<file path="config.mk">
export PLATFORM = sky130hd
export DESIGN_NAME = pixdcm_supervisor
export DESIGN_NICKNAME = d
export VERILOG_FILES = /design/src/rtl/pixdcm_pkg.sv /design/src/rtl/sync_2ff.sv /design/src/rtl/pixdcm_supervisor.sv
export SDC_FILE = /design/constraint.sdc
export NUM_CORES = 1
export LEC_CHECK = 0
export ABC_CLOCK_PERIOD_IN_PS = 3700
export CAP_MARGIN = 25
export CORE_ASPECT_RATIO = 0.9
export CORE_UTILIZATION = 45
export CTS_CLUSTER_SIZE = 20
export DETAILED_ROUTE_END_ITERATION = 10
export DONT_BUFFER_PORTS = 1
export HOLD_SLACK_MARGIN = 0.06
export PLACE_DENSITY = 0.65
export RECOVER_POWER = 25
export SYNTH_ARGS = -nofsm -noshare
export SYNTH_HDL_FRONTEND = slang
export SYNTH_HIERARCHICAL = 1
export SYNTH_SLANG_ARGS = --single-unit
</file>
<file path="constraint.sdc">
create_clock -name clk0 -period 3.7 [get_ports clk0]
set_input_delay 0.555 -clock clk0 [delete_from_list [all_inputs] [get_ports clk0]]
set_output_delay 0.555 -clock clk0 [all_outputs]
set_load 0.03 [all_outputs]
</file>
<file path="src/rtl/pixdcm_pkg.sv">
// -----------------------------------------------------------------------------
// pixdcm_pkg
//   Shared types and constants for the pixel-capture DCM supervisor.
//   - state_t      : supervisor FSM states (2-bit encoding)
//   - RETRY_W      : width of the failed-attempt counter
//   - DEF_*        : default timing parameters for a 124 MHz clk0 domain
//   - timer_width(): width of the single shared timer, sized so it can hold
//                    the largest terminal count of the three timed phases
// -----------------------------------------------------------------------------
package pixdcm_pkg;

    typedef enum logic [1:0] {
        HOLD  = 2'd0,   // DCM held in reset
        WAIT  = 2'd1,   // reset released, waiting for lock + live pixel clock
        RUN   = 2'd2,   // pixel clock qualified, capture may proceed
        FAULT = 2'd3    // retry budget exhausted, host restart required
    } state_t;

    localparam int RETRY_W = 3;

    localparam int DEF_RST_HOLD_CYCLES = 16;
    localparam int DEF_LOCK_TIMEOUT    = 262144;
    localparam int DEF_HB_TIMEOUT      = 64;
    localparam int DEF_HB_CONFIRM      = 8;
    localparam int DEF_MAX_RETRIES     = 7;
    localparam int DEF_CNT_W           = 8;

    // The timer only ever counts up to (limit - 1), so clog2 of the largest
    // limit is enough bits. Never narrower than one bit.
    function automatic int timer_width(input int a, input int b, input int c);
        int m;
        m = (a > b) ? a : b;
        m = (m > c) ? m : c;
        return (m > 1) ? $clog2(m) : 1;
    endfunction

endpackage

</file>
<file path="src/rtl/sync_2ff.sv">
// -----------------------------------------------------------------------------
// sync_2ff
//   Two-flop synchronizer for asynchronous level signals entering clk.
//   Both stages carry ASYNC_REG so placement keeps them adjacent.
//
// Ports:
//   clk  in  1  destination clock
//   rst  in  1  asynchronous active-high reset (stages clear to 0)
//   d    in  W  asynchronous inputs
//   q    out W  synchronized outputs (second stage)
// -----------------------------------------------------------------------------
module sync_2ff #(
    parameter int W = 1
) (
    input  logic         clk,
    input  logic         rst,
    input  logic [W-1:0] d,
    output logic [W-1:0] q
);

    (* ASYNC_REG = "TRUE" *) logic [W-1:0] stage1;
    (* ASYNC_REG = "TRUE" *) logic [W-1:0] stage2;

    always_ff @(posedge clk or posedge rst) begin
        if (rst) begin
            stage1 <= '0;
            stage2 <= '0;
        end else begin
            // NOTE: non-blocking so stage2 takes the old stage1; blocking would
            // collapse the two stages into a single metastable flop.
            stage1 <= d;
            stage2 <= stage1;
        end
    end

    assign q = stage2;

endmodule

</file>
<file path="src/rtl/pixdcm_supervisor.sv">
// -----------------------------------------------------------------------------
// pixdcm_supervisor
//   Drives the reset of the pixel-capture DCM that recovers the sensor PIX_CLK.
//   Holds the DCM in reset, waits for LOCKED plus a live pixel-clock heartbeat,
//   qualifies the clock with pix_ready, and re-resets the DCM on loss of lock,
//   input-clock stop or heartbeat timeout. After too many consecutive failed
//   lock attempts it parks in FAULT until the host pulses restart.
//
// Ports:
//   clk0          in  1      logic clock
//   rst0          in  1      asynchronous active-high reset
//   restart       in  1      clk0-synchronous pulse, fresh attempt from any state
//   dcm_locked    in  1      DCM LOCKED (asynchronous)
//   clkin_stopped in  1      DCM STATUS[1] (asynchronous)
//   pix_hb        in  1      divide-by-2 toggle from clk_pix (asynchronous)
//   reset_pixdcm  out 1      DCM reset
//   pix_ready     out 1      pixel clock valid and locked
//   fault         out 1      retry budget exhausted
//   retry_count   out 3      failed attempts since last RUN or restart
//   loss_count    out CNT_W  saturating count of RUN->HOLD events
// -----------------------------------------------------------------------------
module pixdcm_supervisor
    import pixdcm_pkg::*;
#(
    parameter int RST_HOLD_CYCLES = DEF_RST_HOLD_CYCLES,
    parameter int LOCK_TIMEOUT    = DEF_LOCK_TIMEOUT,
    parameter int HB_TIMEOUT      = DEF_HB_TIMEOUT,
    parameter int HB_CONFIRM      = DEF_HB_CONFIRM,
    parameter int MAX_RETRIES     = DEF_MAX_RETRIES,
    parameter int CNT_W           = DEF_CNT_W
) (
    input  logic               clk0,
    input  logic               rst0,
    input  logic               restart,
    input  logic               dcm_locked,
    input  logic               clkin_stopped,
    input  logic               pix_hb,
    output logic               reset_pixdcm,
    output logic               pix_ready,
    output logic               fault,
    output logic [RETRY_W-1:0] retry_count,
    output logic [CNT_W-1:0]   loss_count
);

    localparam int TIMER_W = timer_width(LOCK_TIMEOUT, HB_TIMEOUT, RST_HOLD_CYCLES);
    localparam int HBC_W   = $clog2(HB_CONFIRM + 1);

    localparam logic [TIMER_W-1:0] TIMER_ONE  = TIMER_W'(1);
    localparam logic [TIMER_W-1:0] HOLD_LAST  = TIMER_W'(RST_HOLD_CYCLES - 1);
    localparam logic [TIMER_W-1:0] LOCK_LAST  = TIMER_W'(LOCK_TIMEOUT - 1);
    localparam logic [TIMER_W-1:0] HB_LAST    = TIMER_W'(HB_TIMEOUT - 1);
    localparam logic [HBC_W-1:0]   HBC_FULL   = HBC_W'(HB_CONFIRM);
    localparam logic [HBC_W-1:0]   HBC_ONE    = HBC_W'(1);
    localparam logic [RETRY_W-1:0] RETRY_LAST = RETRY_W'(MAX_RETRIES);
    localparam logic [RETRY_W-1:0] RETRY_ONE  = RETRY_W'(1);
    localparam logic [CNT_W-1:0]   LOSS_ONE   = CNT_W'(1);

    // -------------------------------------------------------------------------
    // Input synchronization
    // -------------------------------------------------------------------------
    logic [2:0] async_in;
    logic [2:0] sync_out;
    logic       locked_s;
    logic       stopped_s;
    logic       hb_s2;
    logic       hb_s3;
    logic       hb_edge;

    assign async_in = {pix_hb, clkin_stopped, dcm_locked};

    sync_2ff #(
        .W (3)
    ) u_sync (
        .clk (clk0),
        .rst (rst0),
        .d   (async_in),
        .q   (sync_out)
    );

    assign locked_s  = sync_out[0];
    assign stopped_s = sync_out[1];
    assign hb_s2     = sync_out[2];

    // pix_hb toggles once per pixel clock pair; any change between the second
    // and third stage is one heartbeat, independent of direction.
    always_ff @(posedge clk0 or posedge rst0) begin
        if (rst0) begin
            hb_s3 <= 1'b0;
        end else begin
            hb_s3 <= hb_s2;
        end
    end

    assign hb_edge = hb_s2 ^ hb_s3;

    // -------------------------------------------------------------------------
    // FSM and counters
    //   One timer serves all three timed phases: the HOLD length, the WAIT lock
    //   timeout and the RUN heartbeat watchdog. It is cleared on every state
    //   change, so each phase starts counting from zero.
    // -------------------------------------------------------------------------
    state_t               state_q,    state_d;
    logic [TIMER_W-1:0]   timer_q,    timer_d;
    logic [HBC_W-1:0]     hb_edges_q, hb_edges_d;
    logic [RETRY_W-1:0]   retry_q,    retry_d;
    logic [CNT_W-1:0]     loss_q,     loss_d;
    logic                 run_loss;

    // Loss is evaluated before the heartbeat so a heartbeat on the same cycle
    // cannot rescue a lost lock or a stopped input clock.
    assign run_loss = !locked_s || stopped_s || (timer_q == HB_LAST);

    always_comb begin
        // NOTE: every variable gets its hold value first so no path through
        // the case leaves one unassigned, which would infer a latch.
        state_d    = state_q;
        timer_d    = timer_q;
        hb_edges_d = hb_edges_q;
        retry_d    = retry_q;
        loss_d     = loss_q;

        if (restart) begin
            // Host restart overrides everything; loss history is kept.
            state_d    = HOLD;
            timer_d    = '0;
            hb_edges_d = '0;
            retry_d    = '0;
        end else begin
            case (state_q)
                HOLD: begin
                    if (timer_q == HOLD_LAST) begin
                        state_d    = WAIT;
                        timer_d    = '0;
                        hb_edges_d = '0;
                    end else begin
                        timer_d = timer_q + TIMER_ONE;
                    end
                end

                WAIT: begin
                    // Success is tested first so a lock arriving on the final
                    // timeout cycle still counts as a good attempt.
                    if (locked_s && !stopped_s && (hb_edges_q == HBC_FULL)) begin
                        state_d = RUN;
                        timer_d = '0;
                        retry_d = '0;
                    end else if (timer_q == LOCK_LAST) begin
                        timer_d = '0;
                        if (retry_q == RETRY_LAST) begin
                            state_d = FAULT;
                        end else begin
                            state_d = HOLD;
                            retry_d = retry_q + RETRY_ONE;
                        end
                    end else begin
                        timer_d = timer_q + TIMER_ONE;
                        if (hb_edge && (hb_edges_q < HBC_FULL)) begin
                            hb_edges_d = hb_edges_q + HBC_ONE;
                        end
                    end
                end

                RUN: begin
                    if (run_loss) begin
                        state_d = HOLD;
                        timer_d = '0;
                        if (loss_q != '1) begin
                            loss_d = loss_q + LOSS_ONE;
                        end
                    end else if (hb_edge) begin
                        timer_d = '0;
                    end else begin
                        timer_d = timer_q + TIMER_ONE;
                    end
                end

                FAULT: begin
                    timer_d = '0;
                end

                default: begin
                    state_d = HOLD;
                    timer_d = '0;
                end
            endcase
        end
    end

    // Outputs are registered from the next state so they change on the same
    // edge as the state and never come from a combinational decode.
    always_ff @(posedge clk0 or posedge rst0) begin
        if (rst0) begin
            state_q      <= HOLD;
            timer_q      <= '0;
            hb_edges_q   <= '0;
            retry_q      <= '0;
            loss_q       <= '0;
            reset_pixdcm <= 1'b1;
            pix_ready    <= 1'b0;
            fault        <= 1'b0;
        end else begin
            state_q      <= state_d;
            timer_q      <= timer_d;
            hb_edges_q   <= hb_edges_d;
            retry_q      <= retry_d;
            loss_q       <= loss_d;
            reset_pixdcm <= (state_d == HOLD) || (state_d == FAULT);
            pix_ready    <= (state_d == RUN);
            fault        <= (state_d == FAULT);
        end
    end

    assign retry_count = retry_q;
    assign loss_count  = loss_q;

endmodule
</file>
==> parameters.txt, run 1 <==
Parameter                              Value

Floorplanning
  Num ports ... 20
  Initial Util ... 47.8%
  Die width ... 75.0 um
  Die area ... 5080 um2
  Standard cell core area ... 4520 um2
  Rows ... 23
  Die Y ... 67.7 um

Logic synthesis
  Portion of synthesized cell area occupied by the leading cell type ... 51.0%
  Most area-consuming cells after synthesis ... sky130_fd_sc_hd__dfrtp_1 51%, sky130_fd_sc_hd__xnor2_1 6.1%, sky130_fd_sc_hd__nor2_1 5.4%
  Fraction of synthesized area in multiplexers ... 0.985%
  Sequential share of the synthesized area ... 52.2%
  Area leader, netlist ... sky130_fd_sc_hd__dfrtp_1
  Top_reg_cell synth ... sky130_fd_sc_hd__dfrtp_1
  Main combinational cell family by area after synthesis ... simple AND/OR/NAND/NOR gates
  Number of enable flip-flop cells after synthesis ... 0
  Xor-xnor portion of the synthesized cell area ... 10.5%
  Async set-reset flop share out of synthesis ... 100%
  Synth cell types ... 48
  Synthesized instance count ... 198
  Synth Warn # ... 6
  Simple-gate portion of the synthesized area ... 23.3%
  Net count of the mapped netlist ... 210
  Number of storage elements in the synthesis netlist ... 45
  Area fraction in compound gates after synthesis ... 5.91%
  Mean instance size in the synthesized netlist ... 10.9 um2
  Combined area of all synthesized cells ... 2160 um2
  Post-Synth Adder-Cell Area ... 3.48%

Detailed routing
  Vias after detailed routing ... 1408
  Post-DR vias/cell ... 5.31
  Number of nets still failing antenna checks after routing ... 0
  Routed wirelength normalized by instance count ... 14.2 um
  First-pass DRT Iterations ... 4
  Post-Route WL ... 3760 um
  Number of remaining DRC errors ... 0
  Initial drt markers ... 84

Global routing
  Global routing usage summed across all routing layers ... 17.7%
  Initial antenna violation count ... 0
  Largest net degree at the start of global routing ... 31
  Overflow after GRT ... 0
  First-pass GRT wire length ... 6610 um
  Vias in the first global route ... 1477

CTS
  Number of H-tree branching levels ... 2
  Number of buffers inserted during clock tree synthesis ... 5
  Total of cells resized after clock tree synthesis ... 0
  Clock tree from TritonCTS ... yes
  Post-CTS Setup Bufs ... 0
  Clock latency at the later pin of the worst-skew pair ... 300 ps
  CTS clock-pin slew for the worst setup and hold paths ... 80 ps
  Cell at the root of the clock tree ... sky130_fd_sc_hd__clkbuf_8
  CTS Sinks ... 45
  Largest buffer count on any clock path ... 2

Power
  Pwr/cell area ... 372 nW/um2
  Peak supply drop ... 0.266 mV
  P_leak ... 1.07 nW

STA
  Max-slew violations ... 31
  Final-report setup violation count ... 0
  Fraction of the cycle the final worst path needs ... 65.8%
  Worst Hold Margin ... 108 ps
  Post-route minimum period ... 2430 ps
  Fmax ... 411 MHz
  Relative slew slack ... -4.87%
  Fin Setup TNS ... 0 ps
  Setup repair after global routing missed its margin ... no
  Transition time at the pin with the least slew margin ... 1570 ps
  Clock Skew ... 5.76 ps
  Final hold vios ... 0

Placement
  Routability cong. ... 0.808
  Number of placed instances, taps included ... 256
  I/O Buffers ... 0
  Placement-stage cell area ... 2210 um2
  DP Wirelength ... 2730 um

Status
  Failing checks ... capacitance limit, slew limit
  Status ... finished with violations

Hold path
  Path type of the worst min-delay path ... input port to async pin

Cells and area
  Number of inserted filler cells in the final layout ... 394
  Layout net count ... 214
  Register cell area after layout ... 1130 um2
  Synthesis-to-layout area growth ... 7.13%
  Antenna diode count ... 0
  Fraction of layout cells with a size suffix above 1 ... 10.3%
  Most common library cell in the layout ignoring fill and taps ... sky130_fd_sc_hd__dfrtp_1
  Final instance area ... 2310 um2
  Multi-input combinational cell area ... 956 um2
  Most frequent cells in the layout ... 44 x sky130_fd_sc_hd__dfrtp_1, 31 x sky130_fd_sc_hd__nor2_1, 15 x sky130_fd_sc_hd__xnor2_1
  Number of cells in the finished layout apart from fillers ... 265

Critical path
  Largest fanout of any net on the critical path ... 17
  Arr. time, crit path ... 2590 ps
  Category of the critical setup timing path ... register to register
  Register-to-register setup slack ... 1270 ps
  Critical Path End Type ... register
  Worst reg2reg path depth ... 7
  Destination of the worst register-to-register timing path ... timer_q[12]
  Startpoint class of the critical path ... register
  Reg2Reg Launch Point ... timer_q[0]
  Critical Path RT ... 3860 ps

Run
  Maxcap violations ... 1
## sequential cells by signal, summed over array words and instances (netlist names), 2 cells and up
name           flops
loss_count         8
u_sync/q           3
u_sync/stage1      3
retry_count        3
timer_q           18
state_q            2
hb_edges_q         4
## per-layer routing
metal  wire (um)  share of wire (%)  GRT usage, %
met1        1750                 47          21.8
met2        1790                 48          29.1
met3         186                5.0          5.37
met4          32               0.85          6.84
met5           0                  0             0
## kinds of logic after synthesis
logic type	Yosys count
AND/OR/NAND/NOR	87
flip-flops	45
XOR/XNOR	26
AO/OA/AOI/OAI	17
buffers and inverters	15
adder cells (fa/ha/maj)	6
multiplexers	2
## worst max-delay path by stage
stage / from / endpoint / slack [ps] / depth (start not counted)
3_5_place_dp: timer_q[0] / timer_q[4] / 1270 / 7
4_1_cts: timer_q[0] / timer_q[4] / 1240 / 7
3_3_place_gp: timer_q[0] / timer_q[9] / 1400 / 7
2_1_floorplan: state_q[0] / timer_q[10] / 1760 / 9
5_1_grt: timer_q[0] / timer_q[4] / 1030 / 7
6_report: timer_q[0] / timer_q[12] / 1270 / 7
## per-stage QoR
stage / total power, W / util [%] / setup slack (ps)
4_1_cts: 0.000871 / 51.3 / 1240
2_1_floorplan: 0.000537 / - / 1760
3_3_place_gp: 0.000539 / 48.8 / 1400
6_report: 0.000860 / 51.2 / 1270
3_5_place_dp: 0.000542 / 48.8 / 1270
5_1_grt: 0.000896 / 51.2 / 1030
## where the power goes
group          total [W]  switching [W]  internal (W)
clock network   0.000328       0.000159      0.000169
logic          0.0000255      0.0000186    0.00000686
registers       0.000506     0.00000723      0.000499
## critical path, cell delays in order, from the launching register on
cell and delay [ps]:
sky130_fd_sc_hd__dfrtp_1 390, sky130_fd_sc_hd__ha_1 230, sky130_fd_sc_hd__nand3_2 160, sky130_fd_sc_hd__nor4_4 480, sky130_fd_sc_hd__and2_2 260, sky130_fd_sc_hd__o311ai_0 130, sky130_fd_sc_hd__nand2b_1 510, sky130_fd_sc_hd__nor2_1 130
## cell type report
class	instances	area share [%]
Timing Repair Buffer	2	0.595
Clock inverter	1	0.216
Inverter	10	1.62
Multi-Input combinational cell	138	41.3
Sequential cell	45	48.7
Clock buffer	7	4.16
Tap cell	62	3.35
## Yosys cell counts, types with 4 or more instances
cell	count
sky130_fd_sc_hd__ha_1	6
sky130_fd_sc_hd__dfrtp_1	44
sky130_fd_sc_hd__nand3_1	8
sky130_fd_sc_hd__nand2b_1	4
sky130_fd_sc_hd__xnor2_1	15
sky130_fd_sc_hd__nor2_1	31
sky130_fd_sc_hd__nand2_1	4
sky130_fd_sc_hd__and3_1	6
sky130_fd_sc_hd__nand4_1	5
sky130_fd_sc_hd__xor2_1	11
sky130_fd_sc_hd__inv_1	10
sky130_fd_sc_hd__nor3_1	4
## timing repair
action	4_1_cts	5_1_grt
hold buffers	1	0
endpoints found under the hold margin	6	0
setup endpoints to repair	0	0
No activity file was read; power rests on OpenSTA's default activity.
==> run 2: changes to the inputs <==
--- a/config.mk
+++ b/config.mk
@@ -5,7 +5,7 @@
 export SDC_FILE = /design/constraint.sdc
 export NUM_CORES = 1
 export LEC_CHECK = 0
-export ABC_CLOCK_PERIOD_IN_PS = 3700
+export ABC_CLOCK_PERIOD_IN_PS = 2300
 export CAP_MARGIN = 25
 export CORE_ASPECT_RATIO = 0.9
 export CORE_UTILIZATION = 45
==> constraint.sdc (replaced) <==
create_clock -name clk0 -period 2.3 [get_ports clk0]
set_input_delay 0.345 -clock clk0 [delete_from_list [all_inputs] [get_ports clk0]]
set_output_delay 0.345 -clock clk0 [all_outputs]
set_load 0.03 [all_outputs]
==> run 2 against run 1 <==
The run now ends clean; register-to-register slack worse by 1200 ps; clock skew decreased by 3.7 ps; sequential share of layout area decreased by 1.5 points; power up 65%; highest routed layer unchanged; count of clock-buffer cells in the layout shrank 2; global-route usage is 0.71 points higher.
==> parameters.txt, run 2 (same netlist as run 1, synthesis figures left out) <==
Parameter                              Value

Status
  Status ... finished, final reports clean (was finished with violations)

CTS
  Clock latency at the later pin of the worst-skew pair ... 290 ps (was 300 ps)
  Clock tree from TritonCTS ... yes (unchanged)
  Largest buffer count on any clock path ... 2 (unchanged)
  CTS Sinks ... 45 (unchanged)
  CTS clock-pin slew for the worst setup and hold paths ... 80 ps (about the same)
  Number of buffers inserted during clock tree synthesis ... 5 (unchanged)
  Number of H-tree branching levels ... 2 (unchanged)
  Cell at the root of the clock tree ... sky130_fd_sc_hd__clkbuf_8 (unchanged)

STA
  Fin Setup TNS ... 0 ps (unchanged)
  Transition time at the pin with the least slew margin ... 958 ps (was 1570 ps)
  Final setup margin ... 113 ps (was 1270 ps)
  Clock Skew ... 2.05 ps (was 5.76 ps)
  Fraction of the cycle the final worst path needs ... 95.1% (was 65.8%)
  Final-report setup violation count ... 0 (unchanged)
  Worst Hold Margin ... 109 ps (was 108 ps)
  Post-route minimum period ... 2190 ps (was 2430 ps)
  Final hold vios ... 0 (unchanged)
  Relative slew slack ... 36.1% (was -4.87%)
  Fmax ... 457 MHz (was 411 MHz)
  Max-slew violations ... 0 (was 31)

Detailed routing
  Number of nets still failing antenna checks after routing ... 0 (unchanged)
  Vias after detailed routing ... 1461 (was 1408)
  Initial drt markers ... 87 (was 84)
  Routed wirelength normalized by instance count ... 14.5 um (was 14.2 um)
  Number of remaining DRC errors ... 0 (unchanged)
  First-pass DRT Iterations ... 5 (was 4)
  Post-Route WL ... 3930 um (was 3760 um)
  Post-DR vias/cell ... 5.37 (was 5.31)

Floorplanning
  Standard cell core area ... 4520 um2 (unchanged)
  Die Y ... 67.7 um (unchanged)
  Num ports ... 20 (unchanged)
  Initial Util ... 47.8% (unchanged)
  Die area ... 5080 um2 (unchanged)
  Rows ... 23 (unchanged)
  Die width ... 75.0 um (unchanged)

Global routing
  First-pass GRT wire length ... 6870 um (was 6610 um)
  Overflow after GRT ... 0 (unchanged)
  Vias in the first global route ... 1525 (was 1477)
  Largest net degree at the start of global routing ... 40 (was 31)
  Initial antenna violation count ... 0 (unchanged)
  Global routing usage summed across all routing layers ... 18.4% (was 17.7%)

Cells and area
  Antenna diode count ... 0 (unchanged)
  Register cell area after layout ... 1130 um2 (unchanged)
  Most frequent cells in the layout ... 44 x sky130_fd_sc_hd__dfrtp_1, 31 x sky130_fd_sc_hd__nor2_1, 15 x sky130_fd_sc_hd__xnor2_1 (unchanged)
  Final design utilization ... 52.8% (was 51.2%)
  Synthesis-to-layout area growth ... 10.4% (was 7.13%)
  Layout net count ... 222 (was 214)
  Flip-flop count of the largest register after layout ... 18 (unchanged)
  Largest register by flop count ... timer_q (unchanged)
  Most common library cell in the layout ignoring fill and taps ... sky130_fd_sc_hd__dfrtp_1 (unchanged)
  Fraction of layout cells with a size suffix above 1 ... 12.4% (was 10.3%)
  Multi-input combinational cell area ... 956 um2 (unchanged)
  Number of inserted filler cells in the final layout ... 407 (was 394)

Critical path
  Critical Path End Type ... register (unchanged)
  Startpoint class of the critical path ... register (unchanged)
  Arr. time, crit path ... 2370 ps (was 2590 ps)
  Reg2Reg Launch Point ... timer_q[0] (unchanged)
  Category of the critical setup timing path ... register to register (unchanged)
  Origin of the worst setup path ... timer_q[0] (unchanged)
  Largest fanout of any net on the critical path ... 5 (was 17)
  Critical Path RT ... 2480 ps (was 3860 ps)

Power
  Peak supply drop ... 0.401 mV (was 0.266 mV)
  P_leak ... 1.11 nW (was 1.07 nW)
  Pwr/cell area ... 596 nW/um2 (was 372 nW/um2)
  Total chip power ... 0.00142 W (was 0.000860 W)

Run
  Maxcap violations ... 0 (was 1)

Hold path
  Beginning of the worst hold path ... restart
  Path type of the worst min-delay path ... input port to register (was input port to async pin)

Placement
  Routability cong. ... 0.813 (was 0.808)
  Pre-CTS setup slack ... 178 ps (was 1270 ps)
  DP Wirelength ... 2800 um (was 2730 um)
  I/O Buffers ... 0 (unchanged)
[run 2: changes by cell type in the layout (fill, tap and decap cells not counted)]
cell / previous run / this run
sky130_fd_sc_hd__bufinv_16: 0 / 1
sky130_fd_sc_hd__buf_4: 0 / 5
sky130_fd_sc_hd__clkbuf_1: 1 / 0
sky130_fd_sc_hd__clkbuf_8: 7 / 5
sky130_fd_sc_hd__clkbuf_2: 0 / 1
sky130_fd_sc_hd__dlygate4sd3_1: 1 / 4
[run 2: area by class of cell]
cell class	instances	area share [%]
clock inverter	2	1.47
multi-input combinational	138	40.1
tap	62	3.25
inverter	10	1.57
clock buffer	5	2.89
sequential	45	47.3
timing repair buffer	10	3.46
[run 2: through the flow]
stage	instances	cell area (um2)
after CTS	267	2340
final	272	2380
after global placement	259	2230
after global routing	272	2380
after floorplan	198	2160
after detailed placement	259	2230
[run 2: power by group]
group,switching [W],total (W),internal [W]
combinational,0.0000306,0.0000464,0.0000158
sequential,0.0000116,0.000814,0.000802
clock,0.000246,0.000562,0.000316
[run 2: worst max-delay path, cell delays in order, from the launching register on]
cell,delay (ps)
sky130_fd_sc_hd__dfrtp_1,390
sky130_fd_sc_hd__ha_1,230
sky130_fd_sc_hd__nand3_2,150
sky130_fd_sc_hd__nor4_4,410
sky130_fd_sc_hd__buf_4,200
sky130_fd_sc_hd__a31oi_2,100
sky130_fd_sc_hd__or2_2,330
sky130_fd_sc_hd__a22oi_1,210
sky130_fd_sc_hd__nor2_1,60
[run 2: layer usage]
layer / vias to the layer above / GRT usage, % / share of wire (%)
li1: 697 / - / -
met2: 40 / 32.3 / 50
met1: 719 / 22.2 / 45
met5: - / 0 / 0
met4: 0 / 5.66 / 0.92
met3: 5 / 4.48 / 4.7
[run 2: repair_timing]
action / in CTS / in global routing
hold buffers: 1 / 3
setup buffers: 0 / 2
endpoints found under the setup margin: 0 / 16
hold endpoints to repair: 6 / 3
resized for setup: 0 / 0
[run 2: path summary, 6_finish.rpt]
check,cells after the start,end,slack (ps)
setup reg to reg,8,retry_count[1],110
max in group asynchronous,2,fault,1470
setup / recovery,8,retry_count[1],110
min in group asynchronous,2,loss_count[6],240
hold / removal,1,retry_count[0],110
hold reg to reg,0,u_sync/q[2],350
==> run 3: changes to the inputs <==
--- a/config.mk
+++ b/config.mk
@@ -13,6 +13,7 @@
 export DETAILED_ROUTE_END_ITERATION = 10
 export DONT_BUFFER_PORTS = 1
 export HOLD_SLACK_MARGIN = 0.06
+export MAX_ROUTING_LAYER = met4
 export PLACE_DENSITY = 0.65
 export RECOVER_POWER = 25
 export SYNTH_ARGS = -nofsm -noshare
==> run 3 against run 2 <==
Register-to-register slack about the same; critical endpoint unchanged; sequential share of layout area did not move; first-iteration DRC count rose by 1.1%.
==> parameters.txt, run 3 (same netlist as run 1, synthesis figures left out) <==
Parameter                              Value

Placement
  I/O Buffers ... 0 (unchanged)
  DP Wirelength ... 2800 um (unchanged)
  Routability cong. ... 0.825 (was 0.813)
  Number of placed instances, taps included ... 259 (unchanged)

STA
  Relative slew slack ... 36.2% (was 36.1%)
  Clock Skew ... 2.29 ps (was 2.05 ps)
  Fin Setup TNS ... 0 ps (unchanged)
  Fraction of the cycle the final worst path needs ... 95.0% (was 95.1%)
  Final hold vios ... 0 (unchanged)
  Max-slew violations ... 0 (unchanged)
  Worst Hold Margin ... 109 ps (about the same)
  Post-route minimum period ... 2180 ps (was 2190 ps)
  Fmax ... 458 MHz (was 457 MHz)
  Transition time at the pin with the least slew margin ... 958 ps (about the same)
  Final-report setup violation count ... 0 (unchanged)

Floorplanning
  Rows ... 23 (unchanged)
  Die area ... 5080 um2 (unchanged)
  Standard cell core area ... 4520 um2 (unchanged)
  Die Y ... 67.7 um (unchanged)
  Num ports ... 20 (unchanged)
  Initial Util ... 47.8% (unchanged)
  Die width ... 75.0 um (unchanged)

Cells and area
  Most frequent cells in the layout ... 44 x sky130_fd_sc_hd__dfrtp_1, 31 x sky130_fd_sc_hd__nor2_1, 15 x sky130_fd_sc_hd__xnor2_1 (unchanged)
  Fraction of layout cells with a size suffix above 1 ... 12.4% (unchanged)
  Layout net count ... 222 (unchanged)
  Largest register by flop count ... timer_q (unchanged)
  Number of inserted filler cells in the final layout ... 407 (unchanged)
  Most common library cell in the layout ignoring fill and taps ... sky130_fd_sc_hd__dfrtp_1 (unchanged)
  Antenna diode count ... 0 (unchanged)
  Flip-flop count of the largest register after layout ... 18 (unchanged)
  Number of cells in the finished layout apart from fillers ... 272 (unchanged)
  Synthesis-to-layout area growth ... 10.4% (unchanged)

CTS
  Largest buffer count on any clock path ... 2 (unchanged)
  Cell at the root of the clock tree ... sky130_fd_sc_hd__clkbuf_8 (unchanged)
  CTS clock-pin slew for the worst setup and hold paths ... 80 ps (about the same)
  Number of buffers inserted during clock tree synthesis ... 5 (unchanged)
  Clock tree from TritonCTS ... yes (unchanged)
  CTS Sinks ... 45 (unchanged)
  Total of cells resized after clock tree synthesis ... 0 (unchanged)
  Number of H-tree branching levels ... 2 (unchanged)
  Clock latency at the later pin of the worst-skew pair ... 290 ps (about the same)

Critical path
  Worst-path cell with the longest stage delay ... sky130_fd_sc_hd__nor4_4 (unchanged)
  Critical Path End Type ... register (unchanged)
  Family of cells with the greatest summed delay on the critical path ... simple AND/OR/NAND/NOR gates (unchanged)
  Arr. time, crit path ... 2370 ps (about the same)
  Cells along the critical path ... ha_1 -> nand3_2 -> nor4_4 -> buf_4 -> a31oi_2 -> or2_2 -> a22oi_1 -> nor2_1 (unchanged)
  Critical Path RT ... 2480 ps (about the same)
  Destination of the worst register-to-register timing path ... retry_count[1] (unchanged)
  Startpoint class of the critical path ... register (unchanged)
  Highest cell delay on the worst timing path ... 410 ps (about the same)
  Worst reg2reg path depth ... 8 (unchanged)
  Crit path buf inv count ... 1 (unchanged)
  Reg2Reg Launch Point ... timer_q[0] (unchanged)
  Register-to-register setup slack ... 120 ps (was 110 ps)
  Category of the critical setup timing path ... register to register (unchanged)
  Largest fanout of any net on the critical path ... 5 (unchanged)

Hold path
  Number of cells on the worst hold path ... 1 (unchanged)
  Path type of the worst min-delay path ... input port to register (unchanged)
  Beginning of the worst hold path ... restart (unchanged)
  Sink of the worst hold path ... retry_count[0] (unchanged)

Power
  Clk pwr share ... 39.5% (about the same)
  Internal power contribution ... 0.00113 W (unchanged)
  Peak supply drop ... 0.402 mV (was 0.401 mV)
  Switching share of total power ... 20.3% (about the same)
  Share of power burned in combinational logic ... 3.3% (about the same)
  Pwr/cell area ... 596 nW/um2 (about the same)
  P_leak ... 1.11 nW (unchanged)
  Share of total power in sequential cells ... 57.2% (about the same)
  Switch Pwr ... 0.000288 W (about the same)

Global routing
  Overflow after GRT ... 0 (unchanged)
  Vias in the first global route ... 1527 (was 1525)
  Largest net degree at the start of global routing ... 40 (unchanged)
  First-pass GRT wire length ... 6870 um (about the same)
  Global routing usage summed across all routing layers ... 18.9% (was 18.4%)
  Initial antenna violation count ... 0 (unchanged)

Run
  Maxcap violations ... 0 (unchanged)

Detailed routing
  Routed wirelength normalized by instance count ... 14.4 um (was 14.5 um)
  Post-DR vias/cell ... 5.40 (was 5.37)
  Post-Route WL ... 3910 um (was 3930 um)
  Number of nets still failing antenna checks after routing ... 0 (unchanged)
  First-pass DRT Iterations ... 4 (was 5)
  Initial drt markers ... 88 (was 87)
  Number of remaining DRC errors ... 0 (unchanged)
  Vias after detailed routing ... 1468 (was 1461)

Status
  Status ... finished, final reports clean (unchanged)
==> run 3: cell counts in the layout (fill, tap and decap cells not counted) <==
No cell type changed its count.
==> run 3: per-stage QoR <==
step | setup WS (ps) | instance area (um2) | util [%] | total power [W]
after detailed placement | 178 | 2230 | 49.3 | 0.000873
after global placement | 246 | 2230 | 49.3 | 0.000870
after CTS | 154 | 2340 | 51.8 | 0.00143
after floorplan | 355 | 2160 | - | 0.000864
final | 115 | 2380 | 52.8 | 0.00142
after global routing | -10.6 | 2380 | 52.8 | 0.00149
==> run 3: worst max path at each step <==
stage / from / endpoint / slack (ps) / cells past startpoint
floorplan: state_q[0] / timer_q[10] / 360 / 9
global placement: timer_q[14] / timer_q[2] / 250 / 7
detailed placement: timer_q[0] / timer_q[3] / 180 / 8
CTS: timer_q[0] / retry_count[1] / 150 / 7
global route: timer_q[0] / retry_count[2] / -10 / 8
finish: timer_q[0] / retry_count[1] / 120 / 8
==> run 3: final cells by class <==
type	count	area (um2)	area share (%)
repair buffers	10	82.6	3.46
multi-input cells	138	956	40.1
flip-flops and latches	45	1130	47.3
inverters	10	37.5	1.57
clock inverters	2	35.0	1.47
well taps	62	77.6	3.25
clock buffers	5	68.8	2.89
==> run 3: power groups by stage <==
stage	clock network (W)	registers, W	logic (W)
floorplan	0	0.000827	0.0000368
global route	0.000617	0.000815	0.0000536
detailed placement	0	0.000829	0.0000431
CTS	0.000577	0.000814	0.0000445
global placement	0	0.000829	0.0000416
finish	0.000562	0.000814	0.0000463
==> run 3: per-layer routing <==
metal | wire length [um] | track usage (%) | vias to the layer above
met5 | 0 | - | -
met2 | 1950 | 32.3 | 45
met1 | 1740 | 22.2 | 718
met3 | 195 | 4.48 | 5
met4 | 34 | 5.66 | 0
li1 | - | - | 700
==> run 3: worst register-to-register path, cell delays in order (launching register included) <==
cell	delay (ps)
sky130_fd_sc_hd__dfrtp_1	390
sky130_fd_sc_hd__ha_1	230
sky130_fd_sc_hd__nand3_2	150
sky130_fd_sc_hd__nor4_4	410
sky130_fd_sc_hd__buf_4	200
sky130_fd_sc_hd__a31oi_2	100
sky130_fd_sc_hd__or2_2	340
sky130_fd_sc_hd__a22oi_1	200
sky130_fd_sc_hd__nor2_1	60
==> run 3: what timing repair did <==
action,in CTS,in global routing
endpoints found under the hold margin,6,3
hold buffers,1,3
buffers inserted,0,2
endpoints found under the setup margin,0,16
